<file path="config.mk">
export PLATFORM = sky130hd
export DESIGN_NAME = reversi_move_sequencer
export DESIGN_NICKNAME = d
export VERILOG_FILES = /design/src/rtl/reversi_move_sequencer.sv
export SDC_FILE = /design/constraint.sdc
export NUM_CORES = 1
export LEC_CHECK = 0
export BUFFER_PORTS_ARGS = -buffer_cell sky130_fd_sc_hd__buf_2
export CAP_MARGIN = 30
export CORE_ASPECT_RATIO = 0.75
export CORE_UTILIZATION = 50
export CTS_CLUSTER_SIZE = 12
export DETAILED_ROUTE_END_ITERATION = 7
export GPL_ROUTABILITY_DRIVEN = 0
export PLACE_DENSITY = 0.69
export SLEW_MARGIN = 30
export SYNTH_ARGS = -nofsm -noshare
export SYNTH_HDL_FRONTEND = slang
export SYNTH_SLANG_ARGS = --single-unit
</file>
<file path="constraint.sdc">
create_clock -name clk -period 4.1 [get_ports clk]
set_clock_uncertainty 0.15 [all_clocks]
set_input_delay 0.205 -clock clk [delete_from_list [all_inputs] [get_ports clk]]
set_output_delay 0.205 -clock clk [all_outputs]
set_load 0.02 [all_outputs]
</file>
<file path="src/rtl/reversi_move_sequencer.sv">
// Reversi move sequencer: validates a requested move, scans 8 directions through the board RAM,
// writes flips and the placed piece, then hands the turn over. Optional REVERSI_FLIP_COUNT_EN exposes flip_count.
module reversi_move_sequencer (
    input  logic       clk,
    input  logic       resetn,
    input  logic       i_move_valid,
    output logic       o_move_ready,
    input  logic [2:0] i_move_row,
    input  logic [2:0] i_move_col,
    input  logic       i_player,
    output logic       o_rd_en,
    output logic [5:0] o_rd_addr,
    input  logic [1:0] i_rd_data,
    output logic       o_wr_en,
    output logic [5:0] o_wr_addr,
    output logic [1:0] o_wr_data,
    output logic       o_next_turn,
    output logic       o_illegal,
    output logic       o_busy
`ifdef REVERSI_FLIP_COUNT_EN
    ,
    output logic [5:0] o_flip_count
`endif
);

    typedef enum logic [3:0] {
        IDLE,
        CHK_RD,
        CHK_EV,
        SCAN_RD,
        SCAN_EV,
        FLIP_WR,
        NEXT_DIR,
        PLACE,
        COMMIT,
        REJECT
    } state_t;

    localparam logic [1:0] D_NONE  = 2'd0;
    localparam logic [1:0] D_PLUS  = 2'd1;
    localparam logic [1:0] D_MINUS = 2'd2;

    // Direction 0..7 is N, NE, E, SE, S, SW, W, NW.
    function automatic logic [1:0] rowDelta(input logic [2:0] dir);
        case (dir)
            3'd0, 3'd1, 3'd7: rowDelta = D_MINUS;
            3'd3, 3'd4, 3'd5: rowDelta = D_PLUS;
            default:          rowDelta = D_NONE;
        endcase
    endfunction

    function automatic logic [1:0] colDelta(input logic [2:0] dir);
        case (dir)
            3'd1, 3'd2, 3'd3: colDelta = D_PLUS;
            3'd5, 3'd6, 3'd7: colDelta = D_MINUS;
            default:          colDelta = D_NONE;
        endcase
    endfunction

    // Widened so any step off the 0..7 range sets one of the top two bits.
    function automatic logic [4:0] stepCoord(input logic [2:0] base, input logic [1:0] delta,
                                             input logic [3:0] k);
        case (delta)
            D_PLUS:  stepCoord = {2'b00, base} + {1'b0, k};
            D_MINUS: stepCoord = {2'b00, base} - {1'b0, k};
            default: stepCoord = {2'b00, base};
        endcase
    endfunction

    function automatic logic [2:0] stepCoord3(input logic [2:0] base, input logic [1:0] delta,
                                              input logic [2:0] k);
        case (delta)
            D_PLUS:  stepCoord3 = base + k;
            D_MINUS: stepCoord3 = base - k;
            default: stepCoord3 = base;
        endcase
    endfunction

    state_t     r_state;
    logic [2:0] r_row;
    logic [2:0] r_col;
    logic       r_player;
    logic [2:0] r_dir;
    logic [3:0] r_k;
    logic [2:0] r_flipIdx;
`ifdef REVERSI_FLIP_COUNT_EN
    logic [5:0] r_total;
`else
    logic       r_total;
`endif

    logic [1:0] w_own;
    logic [1:0] w_opp;
    logic [2:0] w_nsDir;
    logic [3:0] w_nsK;
    logic [4:0] w_nsRow;
    logic [4:0] w_nsCol;
    logic       w_nsOn;
    logic [5:0] w_nsAddr;
    logic [2:0] w_flipDist;
    logic [5:0] w_flipAddr;

    assign w_own = {r_player, ~r_player};
    assign w_opp = ~w_own;

    // Coordinates of the next scan read, whichever state is about to issue it.
    assign w_nsDir  = (r_state == CHK_EV)   ? 3'd0 :
                      (r_state == NEXT_DIR) ? r_dir + 3'd1 : r_dir;
    assign w_nsK    = (r_state == SCAN_EV) ? r_k + 4'd1 : 4'd1;
    assign w_nsRow  = stepCoord(r_row, rowDelta(w_nsDir), w_nsK);
    assign w_nsCol  = stepCoord(r_col, colDelta(w_nsDir), w_nsK);
    assign w_nsOn   = (w_nsRow[4:3] == 2'b00) && (w_nsCol[4:3] == 2'b00);
    assign w_nsAddr = {w_nsRow[2:0], w_nsCol[2:0]};

    // Flipped cells lie strictly between target and the bounding own piece, so they never leave the board.
    assign w_flipDist = (r_state == SCAN_EV) ? 3'd1 : r_flipIdx + 3'd1;
    assign w_flipAddr = {stepCoord3(r_row, rowDelta(r_dir), w_flipDist),
                         stepCoord3(r_col, colDelta(r_dir), w_flipDist)};

    assign o_move_ready = (r_state == IDLE);
    assign o_busy       = (r_state != IDLE);

    // Strobes are registered on entry to the state that owns them, so each lasts exactly that state's cycle.
    always_ff @(posedge clk) begin
        if (!resetn) begin
            r_state     <= IDLE;
            r_row       <= '0;
            r_col       <= '0;
            r_player    <= 1'b0;
            r_dir       <= '0;
            r_k         <= '0;
            r_flipIdx   <= '0;
            r_total     <= '0;
            o_rd_en     <= 1'b0;
            o_rd_addr   <= '0;
            o_wr_en     <= 1'b0;
            o_wr_addr   <= '0;
            o_wr_data   <= '0;
            o_next_turn <= 1'b0;
            o_illegal   <= 1'b0;
`ifdef REVERSI_FLIP_COUNT_EN
            o_flip_count <= '0;
`endif
        end else begin
            o_rd_en     <= 1'b0;
            o_wr_en     <= 1'b0;
            o_next_turn <= 1'b0;
            o_illegal   <= 1'b0;
            case (r_state)
                IDLE: begin
                    if (i_move_valid) begin
                        r_row     <= i_move_row;
                        r_col     <= i_move_col;
                        r_player  <= i_player;
                        o_rd_en   <= 1'b1;
                        o_rd_addr <= {i_move_row, i_move_col};
                        r_state   <= CHK_RD;
                    end
                end
                CHK_RD: r_state <= CHK_EV;
                CHK_EV: begin
                    if (i_rd_data[1] ^ i_rd_data[0]) begin
                        o_illegal <= 1'b1;
                        r_state   <= REJECT;
                    end else begin
                        r_dir     <= 3'd0;
                        r_k       <= 4'd1;
                        r_total   <= '0;
                        o_rd_en   <= w_nsOn;
                        o_rd_addr <= w_nsAddr;
                        r_state   <= SCAN_RD;
                    end
                end
                // A missing read strobe means this step left the board.
                SCAN_RD: r_state <= o_rd_en ? SCAN_EV : NEXT_DIR;
                SCAN_EV: begin
                    if (i_rd_data == w_opp) begin
                        r_k       <= r_k + 4'd1;
                        o_rd_en   <= w_nsOn;
                        o_rd_addr <= w_nsAddr;
                        r_state   <= SCAN_RD;
                    end else if ((i_rd_data == w_own) && (r_k >= 4'd2)) begin
                        o_wr_en   <= 1'b1;
                        o_wr_addr <= w_flipAddr;
                        o_wr_data <= w_own;
                        r_flipIdx <= 3'd1;
`ifdef REVERSI_FLIP_COUNT_EN
                        r_total   <= r_total + {2'b00, r_k - 4'd1};
`else
                        r_total   <= 1'b1;
`endif
                        r_state   <= FLIP_WR;
                    end else begin
                        r_state <= NEXT_DIR;
                    end
                end
                FLIP_WR: begin
                    if (({1'b0, r_flipIdx} + 4'd1) < r_k) begin
                        o_wr_en   <= 1'b1;
                        o_wr_addr <= w_flipAddr;
                        o_wr_data <= w_own;
                        r_flipIdx <= r_flipIdx + 3'd1;
                    end else begin
                        r_state <= NEXT_DIR;
                    end
                end
                NEXT_DIR: begin
                    if (r_dir != 3'd7) begin
                        r_dir     <= r_dir + 3'd1;
                        r_k       <= 4'd1;
                        o_rd_en   <= w_nsOn;
                        o_rd_addr <= w_nsAddr;
                        r_state   <= SCAN_RD;
                    end else if (|r_total) begin
                        o_wr_en   <= 1'b1;
                        o_wr_addr <= {r_row, r_col};
                        o_wr_data <= w_own;
                        r_state   <= PLACE;
                    end else begin
                        o_illegal <= 1'b1;
                        r_state   <= REJECT;
                    end
                end
                PLACE: begin
                    o_next_turn <= 1'b1;
`ifdef REVERSI_FLIP_COUNT_EN
                    o_flip_count <= r_total;
`endif
                    r_state <= COMMIT;
                end
                COMMIT:  r_state <= IDLE;
                REJECT:  r_state <= IDLE;
                default: r_state <= IDLE;
            endcase
        end
    end

endmodule

</file>
# ---- Yosys cells after proc, flatten, opt, wreduce, memory -nomap -nowiden
# Index checks and enable logic that the tools add are counted.
dict set report classes {
  muxes 69
  n_bitwise 3
  reduce_logical 30
  addsub 12
  n_eq_ne 42
  magnitude_cmp 2
}
# op count
set ops {}
lappend ops {{2-to-1 mux 6 bit} 9}
lappend ops {{2-to-1 mux 4 bit} 9}
lappend ops {{case mux 4 bit (8 select lines)} 1}
lappend ops {{2-to-1 mux 3 bit} 9}
lappend ops {{equality test 3 bit, second input constant} 8}
lappend ops {{case mux 3 bit (2 select lines)} 4}
lappend ops {{case mux 6 bit (4 select lines)} 1}
lappend ops {{OR reduction 3 bit} 8}
lappend ops {{case mux 5 bit (2 select lines)} 2}
lappend ops {{case mux 6 bit (3 select lines)} 1}
lappend ops {{equality test 4 x 3 -> 1 bit, second input constant} 4}
lappend ops {{2-to-1 mux 1 bit} 16}
lappend ops {{case mux 2 bit (2 select lines)} 4}
lappend ops {{2-to-1 mux 2 bit} 7}
lappend ops {{!= test 2 bit, second input constant} 7}
lappend ops {{equality test 3 x 2 -> 1 bit, second input constant} 4}
lappend ops {{case mux 4 bit (3 select lines)} 1}
lappend ops {{AND reduction 4 bit} 3}
lappend ops {{adder 3 x 4 -> 5 bit} 2}
lappend ops {{subtractor 3 x 4 -> 5 bit} 2}
lappend ops {{equality test 2 x 1 -> 1 bit, second input constant} 4}
lappend ops {{equality test 2 bit, second input constant} 4}
lappend ops {{equality test 4 x 2 -> 1 bit, second input constant} 2}
lappend ops {{nonzero test 4 bit} 2}
lappend ops {{29 further kinds} 44}
dict set report word_totals {
  output_inout_bits 20
  wordCells 173
  regBits 40
  input_bits 12
}

# ---- Depth between registers and ports, before layout
# Gate-level depths: netlist (run 1).
dict set report logic_depth {
  depth_word 12
  depth_mapped 15
  ltp_nobuf 14
}

# ---- Worst setup path before layout (run 1)
# OpenSTA, ideal clock, no wires.
dict set report synth_path {
  path_kind {reg-to-reg}
  startpoint {reg r_state[0]}
  endpoint {reg o_rd_en}
  arrival_ns 3.310
  stages_incl_launch_ff 15
  path_buffers 1
  slack_ns 0.561
  synth_period_minus_slack_ns 3.539
  setup_time_ns 0.079
  t_required_ns 3.871
  cell_sequence {dfxtp_1 -> clkbuf_1 -> nand4bb_1 -> inv_1 -> ha_1 -> nand3b_1 -> o211a_1 -> nor2_1 -> mux2i_1 -> ha_1 -> nor2b_1 -> o21a_1 -> a2111oi_0 -> mux2i_1 -> a22oi_1}
}
dict set report synth_via {
  elab_chain_len 12
  elab_cells_between_ends 38
  classes_between {add/sub: 4; eq/ne: 14; mux: 11; reduce/logical: 9}
}
# item line_no
set synth_lines {}
lappend synth_lines {{start, declared} 79} ;# state_t r_state;
lappend synth_lines {{start signal, assigned} 175} ;# SCAN_RD: r_state <= o_rd_en ? SCAN_EV : NEXT_DIR;
lappend synth_lines {{equality test 4 x 3 -> 1 bit} {108, 149}}
lappend synth_lines {{2-to-1 mux 3 bit} 108} ;# (r_state == NEXT_DIR) ? r_dir + 3'd1 : r_dir;
lappend synth_lines {{2-to-1 mux 3 bit} 107} ;# assign w_nsDir = (r_state == CHK_EV) ? 3'd0 :
lappend synth_lines {{equality test 3 bit (tied with other cells)} {45, 53}}
lappend synth_lines {{OR reduction 3 bit, on equally long branches} {45, 53}}
lappend synth_lines {{case mux 2 bit (2 select lines), on equally long branches} {45, 53}}
lappend synth_lines {{equality test 2 bit / equality test 2 x 1 -> 1 bit (equally long branches)} 63} ;# case (delta)
lappend synth_lines {{case mux 5 bit (2 select lines)} 63}
lappend synth_lines {{logical NOT 2 bit} 112} ;# assign w_nsOn = (w_nsRow[4:3] == 2'b00) && (w_nsCol[4:3] == 2'b00);
lappend synth_lines {{logical AND 1 bit} 112}
lappend synth_lines {{2-to-1 mux 1 bit, on equally long branches} {208, 162, 177}}
lappend synth_lines {{case mux 1 bit (4 select lines) *} 149} ;# case (r_state)
lappend synth_lines {{end signal, assigned} 169} ;# o_rd_en <= w_nsOn;
lappend synth_lines {{end signal, assigned} 179} ;# o_rd_en <= w_nsOn;
lappend synth_lines {{end signal, assigned} 211} ;# o_rd_en <= w_nsOn;
lappend synth_lines {{end, declared} 11} ;# output logic o_rd_en,
# Mark *: on every way between the ends. The rest lies on a longest branch, timed or not.
# A chain may end at the register's enable or synchronous reset.

# ---- Final worst setup path (run 1)
# Same ends and word-level chain as after synthesis.

==> flow_summary.ini, run 1 <==
[critical_path]
crit_buf_inv = 2
cpPeakStageDelay_ns = 0.48
required_ns = 4.17
crit_fanout = 14
crit_path_cell_trace = nand4bb_1 > inv_1 > ha_1 > inv_1 > a211oi_1 > nor2_1 > mux2i_1 > ha_1 > nor2b_1 > o21a_1 > nand2b_1 > a2111oi_0 > mux2i_1 > a22oi_1
arrival_ns = 3.79
crit_slowest_cell = dfxtp_2
worst_setup_path_start_kind = flip-flop
path_delay_family = compound AO/OA/AOI/OAI gates
end_kind = flip-flop
crit_type = reg2reg

[place]
placedInstanceArea_um2 = 3270
port_buffers = 31
place_inst = 474
dp_slack_ns = 0.339
dp_hpwl_um = 5920

[run_status]
status = finished, final reports clean

[logic_synthesis]
synth_flop_cell = dfxtp_1
yosys_warnings = 0
synth_top_area_share_pct = 26.2
avgSynthCellArea_um2 = 8.08
yosysUniqueCellTypes = 57
ys_top_cells_by_area = dfxtp_1 26%, ha_1 10%, a21oi_1 5.1%
synth_edf_count = 0
syn_area_um2 = 3050
syn_nets = 419
yosysSeqAreaShare_pct = 26.2
yosys.area.top_type = dfxtp_1
synthCells = 378
ys_async_sr_fraction_pct = 0
ys_ff_latch = 40

[sta]
min_period_ns = 3.72
slew_violations = 0
setup_ws_ns = 0.378
fmax_ghz = 0.269
hold_viol = 0
fin_crit_sh_pct = 90.8
setup_viol = 0
rsz0062_at_grt = no
worst_pin_slew_ns = 0.834
setup-tns-final_ns = 0
whs_ns = 0.0158
slew_headroom_pct = 43.9

[clocking]
post_cts_buffers = 0
insertion_delay_ns = 0.30
clk_pin_slew_ns = 0.08
cts_tree = built
h-tree-depth = 2
cts_buffer_depth = 2
cts_sinks = 40
cts_root_buf = clkbuf_8
numCtsBuffers = 5

[drt]
top_layer_used = met4
dr_wl_met2_um = 3200
vias = 2872
drtIter0Drc = 287
antenna_left = 0
via_per_inst = 5.95
route.met3.wl_um = 703
wl_met1_um = 3810
drc = 0
drt_pre_antenna_iters = 5
wl_per_cell_um = 16.2
drt-total-wl_um = 7810

[grt]
grt_max_degree = 32
grt_pass1_wl_um = 13100
antenna_found_initial = 0
grt_overflow = 0
first_global_vias = 2667
grt_use_total_pct = 25.7

[floorplanning]
rows = 24
die_area_um2 = 6430
die_h_um = 69.7
core-area_um2 = 5860
die_w_um = 92.2
pin_count = 32
start_util_pct = 52.1

[pwr]
leakage_uw = 0.00142
p_per_area_nw_per_um2 = 279
irDropWorstVdd_uv = 195

[job]
drv_cap = 0

[final_layout]
fin_nets = 445
final-instance-count-excl-fill = 483
syn_to_final_growth_pct = 11.3
finalInstanceArea_um2 = 3400
layout_common_cells = 38 x dfxtp_1, 34 x nor2_1, 31 x a21oi_1, 31 x buf_2, 30 x nand2_1
drive_gt1_share_pct = 14.8
final_common_cell = dfxtp_1
n_antenna_cell = 0

[min_path]
hold_path.class = in2reg
worst reg2reg max path, stage by stage, from the launching register on:
cell	delay, ns
dfxtp_2	0.48
nand4bb_1	0.19
inv_1	0.15
ha_1	0.38
inv_1	0.05
a211oi_1	0.37
nor2_1	0.21
mux2i_1	0.20
ha_1	0.32
nor2b_1	0.13
o21a_1	0.16
nand2b_1	0.07
a2111oi_0	0.42
mux2i_1	0.16
a22oi_1	0.19
layout make-up:
class | count | area [µm²]
Fill cell | 551 | 2460
Tap cell | 78 | 97.6
Clock buffer | 5 | 68.8
Inverter | 26 | 97.6
Clock inverter | 3 | 42.5
Timing Repair Buffer | 40 | 225
Sequential cell | 40 | 803
Multi-Input combinational cell | 291 | 2060
stage by stage:
step           total power, µW  utilization [%]
2_1_floorplan              566                -
3_3_place_gp               619             55.9
3_5_place_dp               622             55.9
4_1_cts                    956             58.0
5_1_grt                    995             58.0
6_report                   949             58.0
cells by family (layout without fill, tap and decap cells):
family          Yosys count  after routing  synth area share [%]
compound gates          101            101                  23.0
simple gates            130            130                  22.2
xor+xnor                 17             17                  4.88
fa+ha+maj                29             29                  12.9
buf+inv                  47             74                  6.19
flops                    40             40                  26.2
mux                      14             14                  4.67
power by group:
group,internal (µW),switching [µW],total [µW],leakage [µW]
clock,180,151,331,0.0000541
sequential,407,22.3,429,0.000326
combinational,72.7,116,188,0.00104
routing by layer:
metal	track usage [%]	up-vias
met4	5.90	0
met3	6.47	15
met2	36.9	120
met1	38.1	1319
li1	-	1418
met5	0	-
final timing paths:
path	from	to	slack, ns	cells past startpoint
max	r_state[0]	o_rd_en	0.38	14
min	i_move_col[1]	r_col[1]	0.02	3
max reg2reg	r_state[0]	o_rd_en	0.38	14
min reg2reg	o_rd_addr[1]	o_rd_addr[1]	0.31	2
flip-flops by register name (all words and copies together) (netlist names):
register     flops
o_illegal        1
o_next_turn      1
o_rd_addr        6
o_rd_en          1
o_wr_addr        6
o_wr_data        2
o_wr_en          1
r_col            3
r_dir            3
r_flipIdx        3
r_k              4
r_player         1
r_row            3
r_state          4
r_total          1
Yosys cell counts, drive strengths merged, types with 2 or more instances:
master / count
a22oi: 2
xor2: 10
a311oi: 4
xnor2: 7
a2111oi: 8
inv: 25
mux2i: 12
a21oi: 32
nor2: 34
buf: 7
o2111ai: 4
or3b: 3
a211oi: 7
nand2b: 8
clkbuf: 14
mux2: 2
a211o: 3
o311a: 3
nand3: 14
nor4: 6
or3: 2
nor3b: 2
ha: 25
nand2: 30
o21ai: 12
nor2b: 10
fa: 4
o21bai: 3
nor3: 8
o211a: 4
o21a: 5
nand3b: 5
dfxtp: 40
a31oi: 6
timing repair:
item / 4_1_cts / 5_1_grt
gates resized for setup: 0 / 2
endpoints found under the setup margin: 0 / 1
endpoints found under the hold margin: 1 / 0
hold buffers: 1 / 0
Power figures use the tool's default switching activity.
==> run 2, diff against run 1 <==
Settings changed: ABC_AREA set to 1, PLACE_DENSITY 0.69 to 0.7.
==> flow_summary.ini, run 2 <==
[run_status]
status = finished, final reports clean

[grt]
grt_pass1_wl_um = 11800
grt_use_total_pct = 24.6
antenna_found_initial = 0
grt_overflow = 0
grt_max_degree = 26
first_global_vias = 2477

[min_path]
min_to = r_col[2]
whs_path_depth = 3
hold_path.class = in2reg
worstHoldStart = i_move_col[2]

[sta]
worst_pin_slew_ns = 0.563
slew_headroom_pct = 62.4
min_period_ns = 3.30
fmax_ghz = 0.303
fin_crit_sh_pct = 80.4
hold_viol = 0
setup-tns-final_ns = 0
setup_viol = 0
slew_violations = 0
setup_ws_ns = 0.805
rsz0062_at_grt = no

[clocking]
clk_pin_slew_ns = 0.08
post_cts_buffers = 0
cts_sinks = 40
h-tree-depth = 2
numCtsBuffers = 5
insertion_delay_ns = 0.29
cts_buffer_depth = 2
hold_buffers = 0
cts_resized = 0
cts_root_buf = clkbuf_8
cts_tree = built

[drt]
antenna_left = 0
wl_per_cell_um = 13.5
drt-total-wl_um = 7050
drt_pre_antenna_iters = 5
via_per_inst = 5.37
drtIter0Drc = 271
vias = 2816
drc = 0

[critical_path]
crit_type = reg2reg
r2r-start = r_state[0]
end_kind = flip-flop
rr_endpoint = o_rd_en
crit_path_frequent_cell = nand2_1
path_delay_family = compound AO/OA/AOI/OAI gates
cpPeakStageDelay_ns = 0.44
ff2ff_path_depth = 20
crit_buf_inv = 3
worst_setup_path_start_kind = flip-flop
crit_path_cell_trace = inv_2 > nand2_2 > nor2_8 > ha_1 > inv_1 > nand2_2 > nand3_4 > nand2_1 > inv_1 > o21ai_0 > ha_1 > nand2_1 > nor2_1 > a211oi_1 > nor2_1 > nand2_1 > nand3_1 > a21oi_1 > nand2_1 > a21oi_1
crit_slowest_cell = dfxtp_1
required_ns = 4.16
arrival_ns = 3.36
crit_fanout = 13
r2r_setup_slack_ns = 0.80

[final_layout]
layout_common_cells = 77 x nand2_1, 54 x inv_1, 40 x dfxtp_1
fin_nets = 490
n_antenna_cell = 0
finalInstanceArea_um2 = 3190
syn_to_final_growth_pct = 10.3
drive_gt1_share_pct = 15.8
final_common_cell = nand2_1
top_regs = o_rd_addr (6), o_wr_addr (6)

[logic_synthesis]
synthXorXnorAreaFrac_pct = 1.51
ys_top_cells_by_area = dfxtp_1 28%, ha_1 11%, nand2_1 10%
avgSynthCellArea_um2 = 6.93
yosys.area_share.adder_pct = 13.6
synth_simple_gate_area_share_pct = 30.0
ys_async_sr_fraction_pct = 0
synth_flop_cell = dfxtp_1
syn_area_um2 = 2890
yosysUniqueCellTypes = 33
synth_compound_area_share_pct = 18.2
yosysSeqAreaShare_pct = 27.7
yosys.area.top_type = dfxtp_1
synth_top_family_by_area = simple AND/OR/NAND/NOR gates
yosys_warnings = 0
yosys-mux-area-fraction_pct = 0
synthCells = 417
syn_nets = 458
synth_top_cells_by_count = 77 x nand2_1, 54 x inv_1, 40 x dfxtp_1, 39 x nor2_1, 37 x a21oi_1
synth_edf_count = 0
ys_ff_latch = 40
yosysMostFrequentCell = nand2_1
synth_top_area_share_pct = 27.7

[job]
drv_cap = 0

[pwr]
leakage_uw = 0.00164
p_per_area_nw_per_um2 = 430
irDropWorstVdd_uv = 193

[place]
dp_hpwl_um = 5620
port_buffers = 31
placedInstanceArea_um2 = 3110
dp_slack_ns = 0.858

[floorplanning]
rows = 23
die_w_um = 89.8
die_h_um = 67.9
start_util_pct = 52.9
die_area_um2 = 6090
core-area_um2 = 5470
pin_count = 32
## run 2: cell types whose count changed after synthesis, sizes merged, moves of 6 or more
cell,before,now
nand2,30,93
nor4,6,0
mux2i,12,0
nor2b,10,0
o211ai,1,8
inv,25,62
clkbuf,14,4
a2111oi,8,0
xor2,10,3
nand2b,8,0
nor2,34,45
nand3,14,24
o21ai,12,44
## run 2: cell families (layout without fill, tap and decap cells)
family / Yosys count / in the layout
flip-flops: 40 / 40
adder cells (fa/ha/maj): 29 / 29
XOR/XNOR: 5 / 5
buffers and inverters: 68 / 100
AO/OA/AOI/OAI: 98 / 98
AND/OR/NAND/NOR: 177 / 177
## run 2: worst max path at each step
stage / start / slack (ns) / cells past startpoint / to
final: r_state[0] / 0.80 / 20 / o_rd_en
after CTS: r_state[0] / 0.84 / 20 / o_rd_en
after global routing: r_state[3] / 0.55 / 20 / o_rd_en
after global placement: r_k[0] / 0.92 / 16 / o_rd_en
after floorplan: r_state[0] / 1.10 / 21 / o_rd_en
after detailed placement: r_state[0] / 0.86 / 20 / o_rd_en
## run 2: area by class of cell
type | count | area [µm²]
multi-input combinational | 309 | 1830
tap | 75 | 93.8
timing repair buffer | 31 | 155
fill | 537 | 2280
clock buffer | 6 | 72.6
clock inverter | 1 | 5.00
sequential | 40 | 801
inverter | 62 | 233
## run 2: stage by stage
step                hold WS [ns]  util [%]  total power (µW)  std cells
CTS                       0.0648      58.4              1370        524
global placement           0.298      56.9              1110        517
floorplan                  0.193         -               972        417
finish                    0.0728      58.4              1370        524
detailed placement         0.308      56.9              1120        517
global route              0.0873      58.4              1480        524
## run 2: worst min-delay path: stages
cell	delay (ns)
buf_2	0.09
o21ai_0	0.07
a21oi_1	0.10
## run 2: power by group
part,internal (µW),switching [µW]
logic,217,400
registers,445,60.7
clock network,116,135
total,777,596
## run 2: metal layers
layer | part of all wire [%] | routed length (µm) | up-vias | track usage (%)
met2 | 42 | 2950 | 79 | 38.1
met3 | 5.5 | 388 | 4 | 4.00
met1 | 52 | 3650 | 1296 | 36.4
li1 | - | - | 1437 | -
met4 | 0.89 | 63 | 0 | 4.30
met5 | 0 | 0 | - | 0
==> run 3, diff against run 2 <==
Settings changed: ABC_AREA 1 to 0, PLACE_DENSITY 0.7 to 0.69.
Clock period 4.1 ns to 3.2 ns, I/O delays scaled along.
==> flow_summary.ini, run 3 (synthesis results as in run 1) <==
[floorplanning]
die_area_um2 = 6430
die_w_um = 92.2
die_h_um = 69.7
rows = 24
core-area_um2 = 5860
start_util_pct = 52.1
pin_count = 32

[drt]
drtIter0Drc = 325
antenna_left = 0
drt-total-wl_um = 9620
via_per_inst = 6.12
vias = 3258
drt_pre_antenna_iters = 5
wl_per_cell_um = 18.1
drc = 0

[place]
dp_hpwl_um = 6600
place_inst = 505
port_buffers = 31

[sta]
slew_headroom_pct = 25.2
fin_crit_sh_pct = 100
hold_viol = 0
setup-tns-final_ns = -0.00577
rsz0062_at_grt = yes
setup_ws_ns = -0.00577
worst_pin_slew_ns = 1.11
setup_viol = 1
fmax_ghz = 0.312
slew_violations = 0
whs_ns = 0.0529
min_period_ns = 3.21

[final_layout]
n_antenna_cell = 0
layout_common_cells = 47 x buf_4, 34 x dfxtp_1, 31 x buf_2
final-instance-count-excl-fill = 532
drive_gt1_share_pct = 32.8
fin_nets = 494
top_regs = o_rd_addr (6), o_wr_addr (6)
final_common_cell = buf_4
syn_to_final_growth_pct = 35.7
final_core_util_pct = 70.8

[min_path]
hold_path.class = in2reg

[clocking]
h-tree-depth = 2
clk_pin_slew_ns = 0.08
cts_buffer_depth = 2
numCtsBuffers = 5
cts_root_buf = clkbuf_8
insertion_delay_ns = 0.30
cts_tree = built
cts_sinks = 40

[critical_path]
worst_setup_path_start_kind = flip-flop
crit_type = reg2reg
arrival_ns = 3.25
required_ns = 3.24
crit_fanout = 6
end_kind = flip-flop

[grt]
antenna_found_initial = 0
grt_pass1_wl_um = 14300
grt_max_degree = 33
grt_use_total_pct = 28.4
first_global_vias = 2939
grt_overflow = 0

[run_status]
violations = setup timing
status = finished with violations

[pwr]
leakage_uw = 0.00172
p_per_area_nw_per_um2 = 305
irDropWorstVdd_uv = 228

[job]
drv_cap = 0
## run 3: cell types whose count changed in the layout (fill, tap and decap cells not counted), moves of 8 or more
| cell | before | now |
|---|---|---|
| nand2_1 | 77 | 29 |
| buf_4 | 0 | 47 |
| inv_1 | 54 | 20 |
| o21ai_0 | 36 | 12 |
| nand2_2 | 12 | 1 |
| nor2_1 | 39 | 28 |
| mux2i_1 | 0 | 10 |
| nand2b_1 | 0 | 8 |
| o21ai_1 | 8 | 0 |
## run 3: cell type report
type,instances,area (µm²)
timing repair buffer,89,623
tap,78,97.6
clock buffer,5,68.8
sequential,40,816
clock inverter,3,42.5
fill,446,1710
inverter,26,105
multi-input combinational,291,2390
## run 3: layer usage
layer	track usage, %	wire, µm	vias to the layer above
met1	39.3	4050	1542
li1	-	-	1511
met4	6.25	259	0
met3	5.59	915	28
met5	0	0	-
met2	45.9	4390	177
## run 3: critical path, cell delays in order, from the launching register on
cell     delay (ns)
dfxtp_2        0.35
buf_6          0.13
or4b_4         0.63
nor2_4         0.15
inv_2          0.06
ha_4           0.30
mux2i_4        0.07
fa_2           0.37
xor2_1         0.17
mux2_2         0.26
mux2_4         0.26
o211a_1        0.20
## run 3: where the power goes
part	switching, µW	internal (µW)	total (µW)
Sequential	27.5	520	548
Combinational	172	118	290
Clock	193	231	424
Total	393	869	1260
## run 3: final timing paths
| kind | from | end | slack [ns] | cells past startpoint |
|---|---|---|---|---|
| max reg2reg | r_state[3] | o_rd_addr[5] | -0.006 | 11 |
| min | resetn | o_rd_addr[0] | 0.05 | 2 |
| max | r_state[3] | o_rd_addr[5] | -0.006 | 11 |
| min reg2reg | o_rd_addr[1] | o_rd_addr[1] | 0.30 | 2 |
## run 3: timing repair
item                                   in CTS  in global routing
endpoints found under the hold margin       7                  0
resized for setup                          17                 46
hold buffers                                7                  0
pin swaps                                   6                 24
setup buffers                               1                 11
setup endpoints to repair                   2                  5
## run 3: metrics by stage
stage               total power, µW  worst slack [ns]  cell area [µm²]
floorplan                       733            0.0139             3140
global placement                811           -0.0128             3570
detailed placement              818            -0.126             3570
CTS                            1250           0.00114             3860
global route                   1310           -0.0522             4140
finish                         1260          -0.00577             4140
